$ cat src/rtl/microc_ctrl_fsm_pkg.sv
// microc_ctrl_fsm_pkg -- shared constants and types for the microc controller.
//   State encoding (2-bit state register), opcode match patterns for the
//   decoder, and the strobe bundle passed from the decoder to the top.
package microc_ctrl_fsm_pkg;

   localparam logic [1:0] ST_IDLE  = 2'b00;
   localparam logic [1:0] ST_FETCH = 2'b01;
   localparam logic [1:0] ST_EXEC  = 2'b10;
   localparam logic [1:0] ST_HALT  = 2'b11;

   // '?' bits are don't-care when used as casez items
   localparam logic [5:0] OP_ALU = 6'b1?????;
   localparam logic [5:0] OP_NOP = 6'b000000;
   localparam logic [5:0] OP_LI  = 6'b0001??;
   localparam logic [5:0] OP_J   = 6'b010000;
   localparam logic [5:0] OP_JZ  = 6'b010001;
   localparam logic [5:0] OP_JNZ = 6'b010010;

   typedef struct packed {
      logic       pc_en;
      logic       s_inc;
      logic       s_inm;
      logic       we3;
      logic       wez;
      logic [2:0] op;
   } strobes_t;

   // Quiescent strobe values: PC mux parked on PC+1, nothing written
   localparam strobes_t STROBES_IDLE = '{pc_en: 1'b0, s_inc: 1'b1, s_inm: 1'b0,
                                         we3: 1'b0, wez: 1'b0, op: 3'b000};

endpackage

$ cat src/rtl/microc_ctrl_fsm_if.sv
// microc_ctrl_fsm_if -- datapath-facing bundle of the microc controller.
//   master : datapath side, drives run/opcode/z, observes the strobes
//   slave  : controller side, drives pc_en/s_inc/s_inm/we3/wez/Op/halted/icount
interface microc_ctrl_fsm_if #(
   parameter int CNT_W = 16
);
   logic             run;
   logic [5:0]       opcode;
   logic             z;
   logic             pc_en;
   logic             s_inc;
   logic             s_inm;
   logic             we3;
   logic             wez;
   logic [2:0]       Op;
   logic             halted;
   logic [CNT_W-1:0] icount;

   modport master (
      output run, opcode, z,
      input  pc_en, s_inc, s_inm, we3, wez, Op, halted, icount
   );

   modport slave (
      input  run, opcode, z,
      output pc_en, s_inc, s_inm, we3, wez, Op, halted, icount
   );
endinterface

$ cat src/rtl/microc_ctrl_fsm_decode.sv
// microc_decode -- combinational IR/z to datapath strobe decode.
//   exec_i    : 1 while the controller is in EXEC
//   ir_i      : latched instruction register
//   z_i       : live zero flag (conditional jumps look at it during EXEC)
//   strb_o    : strobe bundle (quiescent values outside EXEC)
//   illegal_o : undefined opcode in EXEC and HALT_ON_ILLEGAL set
module microc_decode
   import microc_ctrl_fsm_pkg::*;
#(
   parameter bit HALT_ON_ILLEGAL = 1'b1
) (
   input  logic       exec_i,
   input  logic [5:0] ir_i,
   input  logic       z_i,
   output strobes_t   strb_o,
   output logic       illegal_o
);

   always_comb begin
      strb_o    = STROBES_IDLE;
      illegal_o = 1'b0;
      if (exec_i) begin
         strb_o.pc_en = 1'b1;
         casez (ir_i)
            OP_ALU: begin
               strb_o.we3 = 1'b1;
               strb_o.wez = 1'b1;
               strb_o.op  = ir_i[4:2];
            end
            OP_NOP: ;
            OP_LI: begin
               strb_o.s_inm = 1'b1;
               strb_o.we3   = 1'b1;
            end
            OP_J:   strb_o.s_inc = 1'b0;
            OP_JZ:  strb_o.s_inc = ~z_i;
            OP_JNZ: strb_o.s_inc = z_i;
            default: begin
               // Undefined opcode: either freeze (and halt) or fall through as nop
               if (HALT_ON_ILLEGAL) begin
                  strb_o.pc_en = 1'b0;
                  illegal_o    = 1'b1;
               end
            end
         endcase
      end
   end

endmodule

$ cat src/rtl/microc_ctrl_fsm.sv
// microc_ctrl_fsm -- control FSM for the microc datapath.
//   clk   : sole clock, rising edge
//   reset : asynchronous, active-low
//   bus   : slave modport (run/opcode/z in; strobes, halted, icount out)
// Holds the state register, the instruction register and the
// retired-instruction counter; strobe decode lives in microc_decode.
//
//   state | meaning
//   ------+-------------------------------------------------------
//   IDLE  | one-cycle settle after reset, then FETCH
//   FETCH | latch opcode into IR when run=1, else stall
//   EXEC  | drive strobes from IR, retire, back to FETCH
//   HALT  | undefined opcode seen; absorbing until reset
module microc_ctrl_fsm
   import microc_ctrl_fsm_pkg::*;
#(
   parameter bit HALT_ON_ILLEGAL = 1'b1,
   parameter int CNT_W           = 16
) (
   input  logic              clk,
   input  logic              reset,
   microc_ctrl_fsm_if.slave  bus
);

   logic [1:0]       state_q, state_d;
   logic [5:0]       ir_q, ir_d;
   logic [CNT_W-1:0] icount_q, icount_d;
   strobes_t         strb;
   logic             illegal;

   microc_decode #(
      .HALT_ON_ILLEGAL (HALT_ON_ILLEGAL)
   ) u_decode (
      .exec_i    (state_q == ST_EXEC),
      .ir_i      (ir_q),
      .z_i       (bus.z),
      .strb_o    (strb),
      .illegal_o (illegal)
   );

   always_comb begin
      state_d = state_q;
      ir_d    = ir_q;
      case (state_q)
         ST_IDLE:  state_d = ST_FETCH;
         ST_FETCH: begin
            if (bus.run) begin
               ir_d    = bus.opcode;
               state_d = ST_EXEC;
            end
         end
         ST_EXEC:  state_d = illegal ? ST_HALT : ST_FETCH;
         ST_HALT:  state_d = ST_HALT;
         default:  state_d = ST_IDLE;
      endcase
   end

   // pc_en is only ever high in EXEC, so it doubles as the retire strobe
   assign icount_d = strb.pc_en ? icount_q + CNT_W'(1) : icount_q;

   always_ff @(posedge clk or negedge reset) begin
      if (!reset) begin
         state_q  <= ST_IDLE;
         ir_q     <= '0;
         icount_q <= '0;
      end else begin
         state_q  <= state_d;
         ir_q     <= ir_d;
         icount_q <= icount_d;
      end
   end

   assign bus.pc_en  = strb.pc_en;
   assign bus.s_inc  = strb.s_inc;
   assign bus.s_inm  = strb.s_inm;
   assign bus.we3    = strb.we3;
   assign bus.wez    = strb.wez;
   assign bus.Op     = strb.op;
   assign bus.halted = (state_q == ST_HALT);
   assign bus.icount = icount_q;

endmodule

$ cat src/flat_wrapper.sv
// flat-port wrapper written by rule: the top's interface ports become plain ports
module microc_ctrl_fsm_flat import microc_ctrl_fsm_pkg::*;
#(
   parameter bit HALT_ON_ILLEGAL = 1'b1,
   parameter int CNT_W           = 16
)
  (clk, reset, bus_run, bus_opcode, bus_z, bus_pc_en, bus_s_inc, bus_s_inm, bus_we3, bus_wez, bus_Op, bus_halted, bus_icount);
  microc_ctrl_fsm_if #(.CNT_W(CNT_W)) bus_i ();
  input  logic clk;
  input  logic reset;
  input wire logic [$bits(bus_i.run)-1:0] bus_run;
  input wire logic [$bits(bus_i.opcode)-1:0] bus_opcode;
  input wire logic [$bits(bus_i.z)-1:0] bus_z;
  output wire logic [$bits(bus_i.pc_en)-1:0] bus_pc_en;
  output wire logic [$bits(bus_i.s_inc)-1:0] bus_s_inc;
  output wire logic [$bits(bus_i.s_inm)-1:0] bus_s_inm;
  output wire logic [$bits(bus_i.we3)-1:0] bus_we3;
  output wire logic [$bits(bus_i.wez)-1:0] bus_wez;
  output wire logic [$bits(bus_i.Op)-1:0] bus_Op;
  output wire logic [$bits(bus_i.halted)-1:0] bus_halted;
  output wire logic [$bits(bus_i.icount)-1:0] bus_icount;
  assign bus_i.run = bus_run;
  assign bus_i.opcode = bus_opcode;
  assign bus_i.z = bus_z;
  assign bus_pc_en = bus_i.pc_en;
  assign bus_s_inc = bus_i.s_inc;
  assign bus_s_inm = bus_i.s_inm;
  assign bus_we3 = bus_i.we3;
  assign bus_wez = bus_i.wez;
  assign bus_Op = bus_i.Op;
  assign bus_halted = bus_i.halted;
  assign bus_icount = bus_i.icount;
  microc_ctrl_fsm #(.HALT_ON_ILLEGAL(HALT_ON_ILLEGAL), .CNT_W(CNT_W)) u_core (.clk(clk), .reset(reset), .bus(bus_i));
endmodule
$ cat config.mk
export PLATFORM = sky130hd
export DESIGN_NAME = microc_ctrl_fsm_flat
export DESIGN_NICKNAME = d
export VERILOG_FILES = /design/src/rtl/microc_ctrl_fsm_pkg.sv /design/src/rtl/microc_ctrl_fsm_if.sv /design/src/rtl/microc_ctrl_fsm_decode.sv /design/src/rtl/microc_ctrl_fsm.sv /design/src/flat_wrapper.sv
export SDC_FILE = /design/constraint.sdc
export NUM_CORES = 1
export LEC_CHECK = 0
export BUFFER_PORTS_ARGS = -buffer_cell sky130_fd_sc_hd__buf_4
export CORE_UTILIZATION = 38
export CTS_BUF_LIST = sky130_fd_sc_hd__clkbuf_8 sky130_fd_sc_hd__clkbuf_16
export CTS_CLUSTER_SIZE = 16
export DETAILED_ROUTE_END_ITERATION = 8
export HOLD_SLACK_MARGIN = 0.06
export PLACE_DENSITY = 0.73
export SKIP_CTS_REPAIR_TIMING = 1
export SYNTH_ARGS = -nofsm -noshare
export SYNTH_HDL_FRONTEND = slang
export SYNTH_SLANG_ARGS = --single-unit
export TNS_END_PERCENT = 1
$ cat constraint.sdc
create_clock -name clk -period 1.6 [get_ports clk]
set_input_delay 0.32 -clock clk [delete_from_list [all_inputs] [get_ports clk]]
set_output_delay 0.32 -clock clk [all_outputs]
set_load 0.02 [all_outputs]
### Word-level counts from Yosys, hierarchy flattened

Index checks and enable logic that the tools add are counted.

| storage, ports and cells | value |
|---|---|
| flip-flop bits (word level) | 24 |
| bits of input ports | 10 |

| operators by class | value |
|---|---|
| $add $sub $neg | 1 |
| equality and inequality tests | 8 |
| mux-type cells | 11 |
| bitwise operators | 1 |
| reductions and logical operators | 5 |

Operators by type and width:

| kind | number |
|---|---|
| 6-bit by 5-bit equality test with 1-bit output (second input constant) | 3 |
| 16-bit by 1-bit adder with 16-bit output (second input constant) | 1 |
| 8-bit 2-to-1 mux | 1 |
| 2-bit case mux with 4 select lines | 1 |
| 6-bit zero test | 1 |
| 6-bit OR reduction | 1 |
| 1-bit 2-to-1 mux | 5 |
| 2-bit equality test (second input constant) | 2 |
| 4-bit by 1-bit equality test with 1-bit output (second input constant) | 1 |
| 2-bit 2-to-1 mux | 2 |
| 4-bit 2-to-1 mux | 1 |
| 1-bit case mux with 3 select lines | 1 |
| 2-bit by 1-bit equality test with 1-bit output (second input constant) | 1 |
| 2-bit zero test | 1 |
| 2-bit inequality test (second input constant) | 1 |
| 2-bit AND reduction | 1 |
| 2-bit OR reduction | 1 |
| 1-bit NOT | 1 |

### Depth between registers and ports, before layout

Gate-level depths: netlist of the first run.

| logic depth | value |
|---|---|
| word-level depth | 6 |
| mapped depth | 6 |

### Cells and area by module

From an unflattened synthesis of the first run, not the netlist that was laid out.

| second synthesis, totals | value |
|---|---|
| cell total of the unflattened synthesis | 98 |
| area total of the unflattened synthesis | 1153.6 um^2 |

Modules (own cells, without submodules):

| module | instances | cells each | area an instance (um^2) | sequential area each (um^2) |
|---|---|---|---|---|
| microc_ctrl_fsm | 1 | 80 | 1028.5 | 600.6 |
| microc_decode | 1 | 18 | 125.1 | 0.0 |

### Worst setup path before layout of the first run

OpenSTA, ideal clock, no wires.

| path | value |
|---|---|
| path kind | reg-to-output |
| from | register u_core.state_q[0] |
| to | output port bus_s_inm |
| arrival time | 1276 ps |
| data required time | 1280 ps |
| path slack | 4 ps |
| cell stages (with the launch flop) | 3 |
| cell sequence | dfrtp_1 -> nand2b_1 -> nor4_1 |

| between the ends | value |
|---|---|
| cells in the longest elaborated chain, start to end | 2 |

RTL lines:

| what | line | text |
|---|---|---|
| from (decl) | microc_ctrl_fsm.sv:25 | `logic [1:0] state_q, state_d;` |
| from (signal assigned) | microc_ctrl_fsm.sv:67 | `state_q <= state_d;` |
| 2-bit equality test | microc_ctrl_fsm.sv:34 | `.exec_i (state_q == ST_EXEC),` |
| 8-bit 2-to-1 mux | microc_ctrl_fsm_decode.sv:22 | `if (exec_i) begin` |
| to (decl) | flat_wrapper.sv:16 | `output wire logic [$bits(bus_i.s_inm)-1:0] bus_s_inm;` |

Every way passes these cells.

### Final worst setup path of the first run

| path | value |
|---|---|
| from | register u_core.ir_q[4] |
| to | output port bus_pc_en |

| between the ends | value |
|---|---|
| cells in the longest elaborated chain, start to end | 4 |
| elaborated cells between the ends (all ways) | 8 |

RTL lines:

| what | line | text |
|---|---|---|
| from (decl) | microc_ctrl_fsm.sv:26 | `logic [5:0] ir_q, ir_d;` |
| from (signal assigned) | microc_ctrl_fsm.sv:68 | `ir_q <= ir_d;` |
| 6-bit by 5-bit equality test with 1-bit output (tied with other cells) | microc_ctrl_fsm_decode.sv:24 | `casez (ir_i)` |
| 6-bit OR reduction (no source line) * | - |  |
| 1-bit 2-to-1 mux * | microc_ctrl_fsm_decode.sv:24 |  |
| 8-bit 2-to-1 mux * | microc_ctrl_fsm_decode.sv:22 |  |
| to (decl) | flat_wrapper.sv:14 | `output wire logic [$bits(bus_i.pc_en)-1:0] bus_pc_en;` |

Every way passes the cells marked *; elsewhere a longest branch is shown, timed or not.

==> run summary, run 1 <==
For the worst setup path, the data required time is 1.28 ns. The pin count of the biggest net entering global routing came out at 25. For this run, the post-layout net count is approximately 170. From bottom edge to top edge, the die measures 57.34 um. The worst setup path is of the reg2out kind. The fraction of post-synthesis cell area in the top cell type by area came out at a little over 50%. The arrival time of the worst setup path is 1.52 ns. The sum of negative setup slack came out at -1.219 ns. The multiplexer area fraction after synthesis is 7.527%. In this run the deepest clock path goes through 2 buffers. The clock group share of total power is 23.0%. The dominant combinational cell family by area after synthesis is simple AND/OR/NAND/NOR gates. The power density over cell area is 1039 mW/mm^2. The final critical-path share of the clock period came out at 115.0%. The Yosys step of the flow raised 0 warnings. The worst hold path belongs to the class in2reg.

The first routing iteration left 22 violations. The worst clock skew is 0.001458 ns. The post-route netlist has 45.22% of its cells at a drive strength greater than 1. The synthesis-to-finish area growth came out at 45.81%. Total power for the finished layout comes to around 0.0018 W. After Yosys synthesis, full adders, half adders and majority gates account for 1.075% of the synthesized area. The count of pins on the block boundary is 35. The core box area is around 0.0028 sq mm. At the pin with the least slew margin, the transition time is 0.4356 ns. Setup repair after global routing could not meet its margin everywhere. The final reports fail on DRC, setup timing. For this design the static power due to leakage is 0.8452 nW.

In the layout the commonest cells are 41 x sky130_fd_sc_hd__buf_4, 23 x sky130_fd_sc_hd__dfrtp_1, 9 x sky130_fd_sc_hd__xor2_1, 8 x sky130_fd_sc_hd__nand2_1, 7 x sky130_fd_sc_hd__nor3_2. Headroom to the max-slew limit came out at between 70% and 80%. The share of synthesized cell area in and, or, nand and nor gates came out at 22.15%. The final antenna diode count is 0.

Per report_power, the sequential group accounts for 47.7% of the total. The weighted congestion at the end of routability-driven global placement came out at about 0.8. The count of maximum capacitance violations is 0. The first global-routing pass estimated between 3000 and 4000 um of wire. The origin of the worst min-delay path is bus_opcode[1]. The share of synthesized area occupied by flip-flops and latches is 51.61%. For this configuration, the core starts out at a cell density of 41.13%. In this run, the combinational gates consume 29.3% of the power.

The worst-case vdd ir drop is 0.8638 mV. The most congested layer reported by global routing is met2. The clock period minus worst slack came out at 1.840 ns.

The achievable clock frequency is between 500 and 600 MHz. The CTS tree is yes. STA classifies the critical path endpoint as a primary output. The largest total area in the synthesized netlist belongs to sky130_fd_sc_hd__dfrtp_1. Detailed routing inserted a total of between 900 and 1k vias. The worst hold path terminates at u_core.ir_q[1].

The mean area per synthesized cell is between 10 and 15 sq um. The distinct cell type count of the synthesized netlist came out at 29. The maximum fanout along the worst path came out at 4.

The maximum level of the CTS H-tree is 1. After detailed routing, the number of remaining DRC violations is 3. The worst setup path is launched from a flip-flop. The estimated wirelength of the detail-placed design is 1775 um. The final critical-path setup slack is -0.2402 ns. The later-pin clock latency in the skew report is 0.26 ns. The clock-pin slew of the registers on the worst-case setup and hold paths is 0.08 ns. The area fraction in compound gates after synthesis came out at under 10%. The flow ran to the end, but the final reports show violations.

The global-route met3 utilization came out at 2.041%. The via count of the first global-routing pass came out at around 940. The area of the die came out at approximately 0.0033 sq mm. The number of buffers inserted by port buffering came out at 34. The internal reg-to-reg setup slack is -0.12 ns. The xor and xnor fraction of the mapped netlist area is 11.29%.

The number of search-and-repair iterations in the first detailed-routing pass is 6. The length in cells of the worst reg-to-reg path came out at 7. The tree is rooted in a sky130_fd_sc_hd__clkbuf_8. Final hold analysis gives a worst-case slack of 0.2853 ns.

The number of buffers created by CTS came out at 3. The fraction of power spent switching nets is 30.64%. The post-synthesis cell area is 0.001164 sq mm. The number of antenna violations at the first check in global routing is 0. The number of hold violations in the final report is 0. In this run the critical register-to-register path is launched from u_core.ir_q[4]. Summing all placed instances gives a cell area of between 0.0015 and 0.002 sq mm. The number of pins exceeding their max-slew limit in the final report is 0. The cell-internal power came out at 0.001223 W.

The post-synthesis register bit count came out at 24. After floorplanning, the core was divided into 19 placement rows. The net switching power of the design is roughly 0.00054 W. The total setup violations reported at the end of the flow is 14. The post-detailed-route wirelength per cell came out at 12.98 um. The number of placed instances, taps included is 181. After synthesis, the cell types taking the most area are sky130_fd_sc_hd__dfrtp_1 52%, sky130_fd_sc_hd__xor2_1 6.8%, sky130_fd_sc_hd__mux2_2 5.8%. The post-route standard cell area excluding fillers came out at 0.001697 sq mm. The final cell count without fillers came out at 188.

The library cell used most frequently in the layout, excluding fill and tap cells, is sky130_fd_sc_hd__buf_4. The number of nets in the synthesized netlist is between 100 and 150. The met1 usage is 19.23%. The per-cell via count in the routed design came out at ~5. The global-route usage over all layers is 15.17%. The total detailed-routing wirelength came out at roughly 2400 um. The residual antenna-violating net count after detailed routing is 0.

After global routing the overflow that remains totals 0. The TritonCTS sink count came out at 24. The worst hold path was traced through 2 stages. The fraction of met2 tracks used by global routing came out at 26.55%. The synthesized netlist cell count came out at 107. The worst register-to-register path ends at u_core.bus.icount[15].

The horizontal die dimension came out at 57.34 um.
==> cells by family (layout without fill, tap and decap cells) <==
| logic type | after synthesis | count (layout) |
|---|---|---|
| fa+ha+maj | 1 | 1 |
| compound gates | 7 | 7 |
| xor+xnor | 15 | 15 |
| mux | 8 | 8 |
| flops | 24 | 24 |
| buf+inv | 6 | 56 |
| simple gates | 46 | 46 |
==> stage by stage <==
step	utilization [%]	setup WS, ns
6_report	59.97	-0.2402
5_1_grt	59.97	-0.2826
4_1_cts	56.17	-0.2919
3_5_place_dp	54.22	-0.04553
3_3_place_gp	54.22	0.02486
2_1_floorplan	-	0.004499
==> layout make-up <==
| class | instances | area (sq um) |
|---|---|---|
| clock buffers | 4 | 55.05 |
| fillers | 228 | 1132 |
| inverters | 5 | 18.77 |
| multi-input cells | 77 | 599.3 |
| flip-flops and latches | 24 | 601.8 |
| well taps | 31 | 38.79 |
| repair buffers | 47 | 382.9 |
==> worst max-delay path: stages (launching register included) <==
cell and delay (ns):
sky130_fd_sc_hd__dfrtp_1 0.42, sky130_fd_sc_hd__nor3b_4 0.17, sky130_fd_sc_hd__a2111o_1 0.39, sky130_fd_sc_hd__nand2_2 0.10, sky130_fd_sc_hd__inv_2 0.05, sky130_fd_sc_hd__buf_6 0.12
==> worst max path at each step <==
stage / slack [ns] / to / cells past startpoint / startpoint
after global routing: -0.28 / bus_pc_en / 5 / u_core.ir_q[4]
after global placement: 0.02 / bus_pc_en / 5 / u_core.ir_q[4]
final: -0.24 / bus_pc_en / 5 / u_core.ir_q[4]
after floorplan: 0.004 / bus_s_inm / 2 / u_core.state_q[0]
after CTS: -0.29 / bus_pc_en / 5 / u_core.ir_q[4]
after detailed placement: -0.05 / u_core.bus.icount[11] / 6 / u_core.ir_q[2]
==> synth_stat cells <==
cell type	n
sky130_fd_sc_hd__a211oi_1	1
sky130_fd_sc_hd__xor2_1	9
sky130_fd_sc_hd__inv_1	4
sky130_fd_sc_hd__nor3_1	7
sky130_fd_sc_hd__mux2_2	6
sky130_fd_sc_hd__nand3_1	3
sky130_fd_sc_hd__inv_2	1
sky130_fd_sc_hd__buf_6	1
sky130_fd_sc_hd__nor3_2	1
sky130_fd_sc_hd__nand2_2	1
sky130_fd_sc_hd__nand3b_1	1
sky130_fd_sc_hd__mux2i_1	2
sky130_fd_sc_hd__a2111o_1	1
sky130_fd_sc_hd__and3_1	5
sky130_fd_sc_hd__nand2_1	8
sky130_fd_sc_hd__nand2b_1	2
sky130_fd_sc_hd__nor2_1	3
sky130_fd_sc_hd__xnor2_1	6
sky130_fd_sc_hd__o21ai_0	2
sky130_fd_sc_hd__dfrtp_1	24
sky130_fd_sc_hd__and2_1	2
sky130_fd_sc_hd__and2b_1	1
sky130_fd_sc_hd__a21oi_1	3
sky130_fd_sc_hd__nor3b_1	1
sky130_fd_sc_hd__nor2b_1	1
sky130_fd_sc_hd__nand4b_1	1
sky130_fd_sc_hd__ha_1	1
sky130_fd_sc_hd__nor4_1	3
sky130_fd_sc_hd__nand4_1	6
==> power by group through the flow <==
| stage | combinational [W] | clock (W) | sequential [W] |
|---|---|---|---|
| floorplan | 0.000241 | 0 | 0.000867 |
| detailed placement | 0.000498 | 0 | 0.000839 |
| finish | 0.000517 | 0.000405 | 0.000842 |
| global placement | 0.000492 | 0 | 0.000826 |
| CTS | 0.000499 | 0.000416 | 0.000826 |
| global route | 0.000574 | 0.000441 | 0.000861 |
==> layer usage <==
metal / vias to the layer above / part of all wire [%]
li1: 478 / -
met1: 456 / 47
met2: 32 / 47
met3: 3 / 5.2
met4: 0 / 1.1
met5: - / 0
==> sequential cells by signal (all words and copies together), names as in the netlist <==
signal,count
u_core.bus.icount,16
u_core.ir_q,6
u_core.state_q,2
(Power assumes the default switching activity.)
==> run 2: changes to the inputs <==
Settings changed: PLACE_DENSITY 0.73 to 0.71.
Clock period 1.6 ns to 1.9 ns, I/O delays scaled along.
==> run 2 against run 1 <==
Effect of this change:
- the run still ends with DRC, setup timing left
- wire length shrank 3.7%
- largest cell class unchanged
- global-route usage shrank 0.25 points
- utilization shrank 4.5 points
- highest routed layer unchanged
- critical path type unchanged
- critical endpoint unchanged
- clock power shrank 17%
- worst hold slack gained 0.063 ns
- first-iteration DRC count is the same
==> run summary, run 2 (synthesis results as in run 1) <==
The arrival time of the worst setup path came out at 1.52 ns (about the same). The internal reg-to-reg setup slack is 0.18 ns (was -0.12 ns). The final critical-path setup slack is -0.00005540 ns (was -0.2402 ns).

The core box area is 0.002829 sq mm (unchanged). The type of element capturing the critical path is a primary output (unchanged). The count of pins on the block boundary is 35 (unchanged).

Setup repair after global routing missed its margin: true (unchanged). The estimated wirelength of the detail-placed design was 1738 um (was 1775 um). The cell depth of the worst min-delay path is 2 (unchanged).

In the finished design, the share of the clock period the worst path needs comes to 100.0%. The pin count of the biggest net entering global routing is 25 (unchanged). The number of hold violations in the final report came out at 0 (unchanged). The power after layout was 0.001424 W (was 0.001764 W). The worst hold-check path type is in2reg (unchanged).

The number of pins exceeding their max-slew limit in the final report is 0 (unchanged). The number of buffers created by CTS is 3 (unchanged). The power density over cell area came out at 907.7 mW/mm^2 (was 1039 mW/mm^2). Violations in the final reports: DRC, setup timing (unchanged). The final antenna diode count is 0 (unchanged). The site row count is 19 (unchanged).

The later-pin clock latency in the skew report is 0.26 ns (about the same). The total detailed-routing wirelength is 2350 um (was 2441 um). The area of the die came out at 0.003287 sq mm (unchanged).

The clock period minus worst slack came out at 1.900 ns. The routed via count came out at 943 (was 969). The length in cells of the worst reg-to-reg path is 6 (was 7). The residual antenna-violating net count after detailed routing is 0 (unchanged).

The weighted congestion at the end of routability-driven global placement came out at 0.8028 (was 0.8228). The flip-flop count of the largest register, all copies and words added was 16 (unchanged). The CTS tree is yes (unchanged). The achievable clock frequency is 526.3 MHz.

The clock-pin slew of the registers on the worst-case setup and hold paths was 0.08 ns (about the same). The number of search-and-repair iterations in the first detailed-routing pass came out at 6 (unchanged). The synthesis-to-finish area growth came out at 34.84% (was 45.81%).

The transition time of the tightest slew-check pin is 0.3536 ns (was 0.4356 ns). The post-route worst hold slack is 0.3487 ns (was 0.2853 ns). The starting utilization of the core area came to 41.13% (unchanged). The post-detailed-route wirelength per cell came out at 12.98 um (about the same).

The total global routing overflow came out at 0 (unchanged). The number of nets in the layout came to 162 (was 169). The global-route usage over all layers is 14.92% (was 15.17%).

The post-route core utilization came out at 55.46% (was 59.97%). The maximum level of the CTS H-tree came out at 1 (unchanged). The maximum fanout along the worst path is 7 (was 4). The count of maximum capacitance violations is 0 (unchanged). The leakage power of the design came out at 0.7985 nW (was 0.8452 nW).

The total setup violations reported at the end of the flow was 1 (was 14). The clock root buffer is sky130_fd_sc_hd__clkbuf_8 (unchanged). The worst-case vdd ir drop came out at 0.4572 mV (was 0.8638 mV).

The TritonCTS sink count came out at 24 (unchanged). The critical path data required time is 1.52 ns (was 1.28 ns). The max-slew headroom at the worst pin came out at 76.21% (was 70.88%).

The number of antenna violations at the first check in global routing is 0 (unchanged). The sum of negative setup slack came out at -0.00005540 ns (was -1.219 ns). The worst clock skew came out at 0.002325 ns (was 0.001458 ns).

The number of buffers inserted by port buffering is 34 (unchanged). The first-pass GRT wire length is 3739 um (was 3884 um). The horizontal die dimension came out at 57.34 um (unchanged). The vertical die dimension came out at 57.34 um (unchanged). The remaining design rule violation count came out at 4 (was 3).

Run status: complete, but fails checks (unchanged). The maximum buffer depth of the clock tree is 2 (unchanged). The number of DRC violations after detailed-routing iteration 0 was 22 (unchanged). The share of cells above drive strength 1 came out at 36.67% (was 45.22%).

The via count of the first global-routing pass is 842 (was 938). The most common cell after layout, fill and taps aside is sky130_fd_sc_hd__buf_4 (unchanged). The critical path launch point type is a flip-flop (unchanged). The critical setup path kind is reg2out (unchanged). Leading cell types in the layout, fill and taps excluded: 38 x sky130_fd_sc_hd__buf_4, 22 x sky130_fd_sc_hd__dfrtp_1, 9 x sky130_fd_sc_hd__xor2_1, 8 x sky130_fd_sc_hd__nand2_1, 7 x sky130_fd_sc_hd__nor3_1 (was 41 x sky130_fd_sc_hd__buf_4, 23 x sky130_fd_sc_hd__dfrtp_1, 9 x sky130_fd_sc_hd__xor2_1, 8 x sky130_fd_sc_hd__nand2_1, 7 x sky130_fd_sc_hd__nor3_2). The per-cell via count in the routed design is 5.210 (was 5.154).

The total of fill cells in the finished design is 242 (was 228).
## run 2: changes by cell type in the layout (fill, tap and decap cells not counted), sizes merged
cell  change
buf       -7
## run 2: final timing paths
kind | start | to
setup / recovery | u_core.ir_q[4] | bus_pc_en
hold / removal | bus_opcode[1] | u_core.ir_q[1]
hold reg to reg | u_core.bus.icount[15] | u_core.bus.icount[15]
max in group asynchronous | reset | u_core.ir_q[4]
min in group asynchronous | reset | u_core.bus.icount[2]
setup reg to reg | u_core.state_q[0] | u_core.bus.icount[15]
## run 2: worst max-delay path: stages, from the launching register on
cell	delay [ns]
sky130_fd_sc_hd__dfrtp_2	0.45
sky130_fd_sc_hd__nor3b_4	0.17
sky130_fd_sc_hd__a2111o_1	0.39
sky130_fd_sc_hd__nand2_2	0.10
sky130_fd_sc_hd__inv_4	0.04
sky130_fd_sc_hd__buf_6	0.12
## run 2: routing by layer
metal  vias to the layer above  routed length (um)  GRT usage, %
met5                         -                   0             0
met1                       444                1053         20.35
met2                        34                1131         24.37
met3                         3                 148         2.948
met4                         0                  16         4.181
li1                        462                   -             -
## run 2: area by class of cell
cell class	instances	area, sq um	share of cell area (%)
Tap cell	31	38.79	2.472
Sequential cell	24	603.1	38.44
Multi-Input combinational cell	77	544.3	34.69
Timing Repair Buffer	40	306.5	19.54
Inverter	5	21.27	1.356
Clock buffer	4	55.05	3.509
## run 2: report_power, final
part | internal (W) | switching [W]
sequential | 0.000604 | 0.000134
combinational | 0.000199 | 0.000152
clock | 0.000185 | 0.000151
total | 0.000987 | 0.000437
## run 2: per-stage QoR
| step | area, sq um | cells | setup slack, ns |
|---|---|---|---|
| 2_1_floorplan | 1164 | 107 | 0.2445 |
| 3_3_place_gp | 1454 | 172 | 0.2378 |
| 3_5_place_dp | 1454 | 172 | 0.1765 |
| 4_1_cts | 1509 | 176 | -0.06547 |
| 5_1_grt | 1569 | 181 | -0.07508 |
| 6_report | 1569 | 181 | -0.00005540 |
